`config.mk`:
```
export PLATFORM = sky130hd
export DESIGN_NAME = pipe_skid_reg
export DESIGN_NICKNAME = d
export VERILOG_FILES = /design/src/rtl/pipe_pkg.sv /design/src/rtl/pipe_sat_counter.sv /design/src/rtl/pipe_skid_reg.sv
export SDC_FILE = /design/constraint.sdc
export NUM_CORES = 1
export LEC_CHECK = 0
export ABC_CLOCK_PERIOD_IN_PS = 1900
export BUFFER_PORTS_ARGS = -buffer_cell sky130_fd_sc_hd__buf_2
export CAP_MARGIN = 40
export CORE_MARGIN = 8
export CORE_UTILIZATION = 50
export DETAILED_ROUTE_END_ITERATION = 12
export PLACE_DENSITY = 0.72
export SLEW_MARGIN = 20
export SYNTH_ARGS = -nofsm -noshare
export SYNTH_HDL_FRONTEND = slang
export SYNTH_SLANG_ARGS = --single-unit
```
`constraint.sdc`:
```
create_clock -name clk -period 1.9 [get_ports clk]
set_input_delay 0.475 -clock clk [delete_from_list [all_inputs] [get_ports clk]]
set_output_delay 0.475 -clock clk [all_outputs]
set_load 0.01 [all_outputs]
```
`src/rtl/pipe_pkg.sv`:
```
// ============================================================================
//  Module      : pipe_pkg
//  Description : Shared types and constants for the pipe_skid_reg pipeline
//                stage: the stage state encoding and the width of the
//                optional performance counters.
//  Revision    : 1.0 - initial release
// ============================================================================
`default_nettype none

package pipe_pkg;

    // EMPTY: nothing held; BUSY: main register full; FULL: main + skid full.
    typedef enum logic [1:0] {
        EMPTY = 2'b00,
        BUSY  = 2'b01,
        FULL  = 2'b10
    } pipe_state_t;

    localparam int unsigned PERF_CNT_W = 16;

endpackage : pipe_pkg

`default_nettype wire

```
`src/rtl/pipe_sat_counter.sv`:
```
// ============================================================================
//  Module      : pipe_sat_counter
//  Description : Saturating up-counter. When inc is high the counter adds amt
//                (0..3) and clamps at all-ones instead of wrapping.
//  Ports       : clk   - clock, rising edge
//                rst   - synchronous active-high reset, clears the count
//                inc   - enable an increment this cycle
//                amt   - increment amount
//                count - current count value
//  Revision    : 1.0 - initial release
// ============================================================================
`default_nettype none

module pipe_sat_counter #(
    parameter int unsigned W = 16
) (
    input  logic         clk,
    input  logic         rst,
    input  logic         inc,
    input  logic [1:0]   amt,
    output logic [W-1:0] count
);

    logic [W-1:0] count_q;
    logic [W-1:0] count_d;
    logic [W:0]   sum;

    // One extra bit catches the carry so saturation needs no compare.
    assign sum = {1'b0, count_q} + {{(W - 1){1'b0}}, amt};

    always_comb begin
        count_d = count_q;
        if (inc) begin
            count_d = sum[W] ? {W{1'b1}} : sum[W-1:0];
        end
    end

    always_ff @(posedge clk) begin
        if (rst) begin
            count_q <= '0;
        end else begin
            count_q <= count_d;
        end
    end

    assign count = count_q;

endmodule : pipe_sat_counter

`default_nettype wire

```
`src/rtl/pipe_skid_reg.sv`:
```
// ============================================================================
//  Module      : pipe_skid_reg
//  Description : Pipeline register with valid/ready handshake and a one-entry
//                skid buffer. in_ready is registered so downstream stalls do
//                not ripple combinationally upstream. flush discards all held
//                entries; rst additionally clears the performance counters.
//  Ports       : clk, rst            - clock / synchronous active-high reset
//                flush               - discard held entries (bubble insert)
//                in_valid/in_ready   - upstream handshake, in_data payload
//                out_valid/out_ready - downstream handshake, out_data payload
//                stall_cycles        - (PIPE_SKID_PERF_EN) cycles stalled
//                flush_drops         - (PIPE_SKID_PERF_EN) entries flushed
//  Config      : define PIPE_SKID_PERF_EN to add the performance counters.
//  Revision    : 1.0 - initial release
// ============================================================================
`default_nettype none

module pipe_skid_reg
    import pipe_pkg::*;
#(
    parameter int unsigned      WIDTH       = 32,
    parameter logic [WIDTH-1:0] RESET_VALUE = '0
) (
    input  logic             clk,
    input  logic             rst,
    input  logic             flush,
    input  logic             in_valid,
    output logic             in_ready,
    input  logic [WIDTH-1:0] in_data,
    output logic             out_valid,
    input  logic             out_ready,
    output logic [WIDTH-1:0] out_data
`ifdef PIPE_SKID_PERF_EN
    ,
    output logic [PERF_CNT_W-1:0] stall_cycles,
    output logic [PERF_CNT_W-1:0] flush_drops
`endif
);

    pipe_state_t      state_q;
    pipe_state_t      state_d;
    logic [WIDTH-1:0] main_q;
    logic [WIDTH-1:0] main_d;
    logic [WIDTH-1:0] skid_q;
    logic [WIDTH-1:0] skid_d;
    logic             in_ready_q;
    logic             in_xfer;
    logic             out_xfer;

    assign out_valid = (state_q != EMPTY);
    assign in_ready  = in_ready_q;
    assign out_data  = main_q;

    assign in_xfer  = in_valid & in_ready_q;
    assign out_xfer = out_valid & out_ready;

    always_comb begin
        state_d = state_q;
        main_d  = main_q;
        skid_d  = skid_q;
        if (flush) begin
            // Input offered this cycle is dropped; a downstream transfer
            // still completes because out_data is valid until the edge.
            state_d = EMPTY;
            main_d  = RESET_VALUE;
            skid_d  = RESET_VALUE;
        end else begin
            case (state_q)
                EMPTY: begin
                    if (in_xfer) begin
                        state_d = BUSY;
                        main_d  = in_data;
                    end
                end
                BUSY: begin
                    if (in_xfer && out_xfer) begin
                        main_d = in_data;
                    end else if (in_xfer) begin
                        // in_ready only drops next cycle, so this word is
                        // parked in the skid register.
                        state_d = FULL;
                        skid_d  = in_data;
                    end else if (out_xfer) begin
                        state_d = EMPTY;
                    end
                end
                FULL: begin
                    if (out_xfer) begin
                        state_d = BUSY;
                        main_d  = skid_q;
                    end
                end
                default: begin
                    state_d = EMPTY;
                end
            endcase
        end
    end

    always_ff @(posedge clk) begin
        if (rst) begin
            state_q    <= EMPTY;
            main_q     <= RESET_VALUE;
            skid_q     <= RESET_VALUE;
            in_ready_q <= 1'b1;
        end else begin
            state_q    <= state_d;
            main_q     <= main_d;
            skid_q     <= skid_d;
            in_ready_q <= (state_d != FULL);
        end
    end

`ifdef PIPE_SKID_PERF_EN
    logic [1:0] drop_amt;

    // Number of valid entries discarded if flush is taken this cycle.
    assign drop_amt = (state_q == FULL) ? 2'd2 :
                      (state_q == BUSY) ? 2'd1 : 2'd0;

    pipe_sat_counter #(
        .W (PERF_CNT_W)
    ) u_stall_cnt (
        .clk   (clk),
        .rst   (rst),
        .inc   (out_valid & ~out_ready),
        .amt   (2'd1),
        .count (stall_cycles)
    );

    pipe_sat_counter #(
        .W (PERF_CNT_W)
    ) u_drop_cnt (
        .clk   (clk),
        .rst   (rst),
        .inc   (flush),
        .amt   (drop_amt),
        .count (flush_drops)
    );
`endif

endmodule : pipe_skid_reg

`default_nettype wire

```
==> out/qor.yml <==
run_status:
  outcome: "complete, no violations"
timing:
  max_freq_mhz: 577
  post-route-min-period_ps: 1730
  fin_setup_tns_ps: 0
  skew_ps: 9.12
  setup_violations: 0
  tightest_slew_ps: 439
  final-max-slew-violation-count: 0
  worst_slack_ps: 168
  finalHoldViolCount: 0
  rsz0062_at_grt: "false"
  period_share_pct: 91.2
  maxSlewHeadroom_pct: 70.7
grt:
  antenna_found_initial: 0
  grt_usage_pct: 16.8
  grt_pass1_vias: 2286
  overflow: 0
  grt_max_degree: 35
  grt_pass1_wl_um: 10500
floorplan:
  fp.dieH_um: 89.0
  start_util_pct: 52.1
  die_x_um: 89.0
  placementRows: 26
  io-pin-count: 71
  design.core.area_um2: 5110
  die_area_um2: 7910
layout:
  final_nets: 404
  postLayoutCoreUtil_pct: 64.2
  n_fill_cell: 472
  multiInputGateArea_um2: 1190
  drive_gt1_share_pct: 27.2
  final-seq-area_um2: 1340
  area_growth_pct: 23.3
  n_antenna_cell: 0
critical_path:
  critPathRequiredTime_ps: 1420
  path_cells: "or2_2, buf_2"
  slowest_stage: "dfxtp_1"
  crit_family: "flip-flops"
  ff2ff_path_depth: 5
  path_buf_inv: 1
  r2r_end: "out_data[11]$_SDFFE_PP0P_"
  critical_path_class: "reg2out"
  crit_arrival_ps: 1260
  r2r-start: "state_q[1]$_SDFF_PP0_"
  startpoint_type: "register"
  cp-end-kind: "primary output"
  r2r_slack_ps: 320
  path_max_fanout: 10
  slowest_delay_ps: 440
routing:
  post_drt_via_cell_ratio: 5.14
  drt_iter0_markers: 99
  dr.pass1.iters: 4
  drt-wirelength-per-cell_um: 14.1
  ant_nets: 0
  wl_um: 6230
  num_vias: 2271
  drc: 0
logic_synthesis:
  synth_top_area_cell: "dfxtp_1"
  syn_area_per_cell_um2: 8.78
  synthTopCellsByArea: "dfxtp_1 (50%), mux2i_1 (12%), a21oi_1 (12%)"
  yosysWarnings: 0
  syn_inst: 303
  synth_top_area_share_pct: 50.4
  synth_edf_count: 0
  synth_seq_area_share_pct: 50.4
  synth_most_common_cell: "dfxtp_1"
  async_reset_ff_share_pct: 0
  synth_flop_cell: "dfxtp_1"
  synth_common_cells: "dfxtp_1 (67), nand2_1 (65), a21oi_1 (64)"
  yosysUniqueCellTypes: 24
  synthesis.area_um2: 2660
  mappedNetlistNets: 340
  ys_ff_latch: 67
run:
  drv_cap: 0
hold_path:
  holdPathStages: 3
  hp-start: "in_data[4]"
  whs_endpoint: "skid_q[4]$_SDFFE_PP0P_"
  min_path_type: "in2reg"
power:
  p_leak_nw: 1.54
  max-vdd-ir-drop_v: 0.000792
  p_per_area_nw_per_um2: 911
clock_network:
  postCtsHoldBufs: 0
  ctsHtreeMaxLevel: 3
  path_clk_slew_ps: 70
  cts_resized: 0
  cts_sinks: 67
  cts_root_buf: "clkbuf_8"
  cts_tree: "yes"
  insertion_delay_ps: 330
  numCtsBuffers: 9
  cts_buffer_depth: 2
  post-cts-setup-buffers: 0
placed_design:
  portBuffers: 70
  dp_hpwl_um: 4080
  place_congestion: 0.696
  pre_cts_slack_ps: 201
through the flow:
| step | cell area, um2 | hold slack (ps) | cells | power (W) |
|---|---|---|---|---|
| global route | 3280 | 376 | 442 | 0.00312 |
| detailed placement | 3060 | 446 | 426 | 0.00175 |
| global placement | 3060 | 441 | 426 | 0.00175 |
| finish | 3280 | 386 | 442 | 0.00299 |
| CTS | 3280 | 375 | 442 | 0.00302 |
| floorplan | 2660 | 436 | 303 | 0.00164 |
metal layers:
| layer | share of wire [%] | global-route usage, % | vias up | wire, um |
|---|---|---|---|---|
| met5 | 0 | 0 | - | 0 |
| met4 | 0.80 | 6.04 | 0 | 50 |
| met3 | 6.3 | 5.24 | 7 | 394 |
| met2 | 48 | 27.9 | 48 | 2990 |
| met1 | 45 | 19.9 | 1046 | 2800 |
| li1 | - | - | 1170 | - |
how the worst max path moves through the flow:
| stage | to | startpoint | cells after the start | slack, ps |
|---|---|---|---|---|
| CTS | out_valid | state_q[1]$_SDFF_PP0_ | 2 | 150 |
| global placement | out_data[1]$_SDFFE_PP0P_ | in_valid | 6 | 240 |
| global route | out_valid | state_q[1]$_SDFF_PP0_ | 2 | 110 |
| detailed placement | out_data[11]$_SDFFE_PP0P_ | in_valid | 6 | 200 |
| floorplan | skid_q[10]$_SDFFE_PP0P_ | out_ready | 6 | 450 |
| finish | out_valid | state_q[1]$_SDFF_PP0_ | 2 | 170 |
kinds of logic after synthesis:
| group | Yosys count | synth area share, % |
|---|---|---|
| simple gates | 77 | 12.1 |
| mux | 33 | 12.4 |
| flops | 67 | 50.4 |
| buf+inv | 26 | 5.31 |
| compound gates | 100 | 19.8 |
worst register-to-register path, cell delays in order (launching register included):
cell and delay [ps]:
dfxtp_1 590, nand3b_1 200, o31ai_4 110, buf_4 350, o21ai_1 110, a21oi_1 150
area by class of cell:
cell class / instances / share of cell area (%)
Tap cell: 70 / 2.67
Clock buffer: 13 / 5.45
Multi-Input combinational cell: 210 / 36.3
Timing Repair Buffer: 78 / 13.3
Sequential cell: 67 / 40.9
Inverter: 1 / 0.114
Clock inverter: 3 / 1.33
placed cells by master, fill, tap and decap left out, types with 2 or more instances in the layout:
| cell | n |
|---|---|
| dfxtp_1 | 67 |
| buf_4 | 6 |
| buf_12 | 2 |
| o21ai_1 | 28 |
| a21oi_1 | 64 |
| buf_2 | 70 |
| mux2i_1 | 33 |
| nand2_1 | 65 |
| o21ai_0 | 4 |
| or2_2 | 2 |
| clkbuf_8 | 13 |
flip-flops by register name, indices dropped and copies added, names as in the netlist:
register  count
skid_q       32
out_data     32
in_ready      1
state_q       2
report_power, final:
| group | leakage [nW] | total [W] | internal, W | switching [W] |
|---|---|---|---|---|
| combinational | 0.881 | 0.000259 | 0.000109 | 0.000150 |
| sequential | 0.544 | 0.00146 | 0.00144 | 0.0000201 |
| clock | 0.116 | 0.00127 | 0.000750 | 0.000519 |
Power figures use the tool's default switching activity.
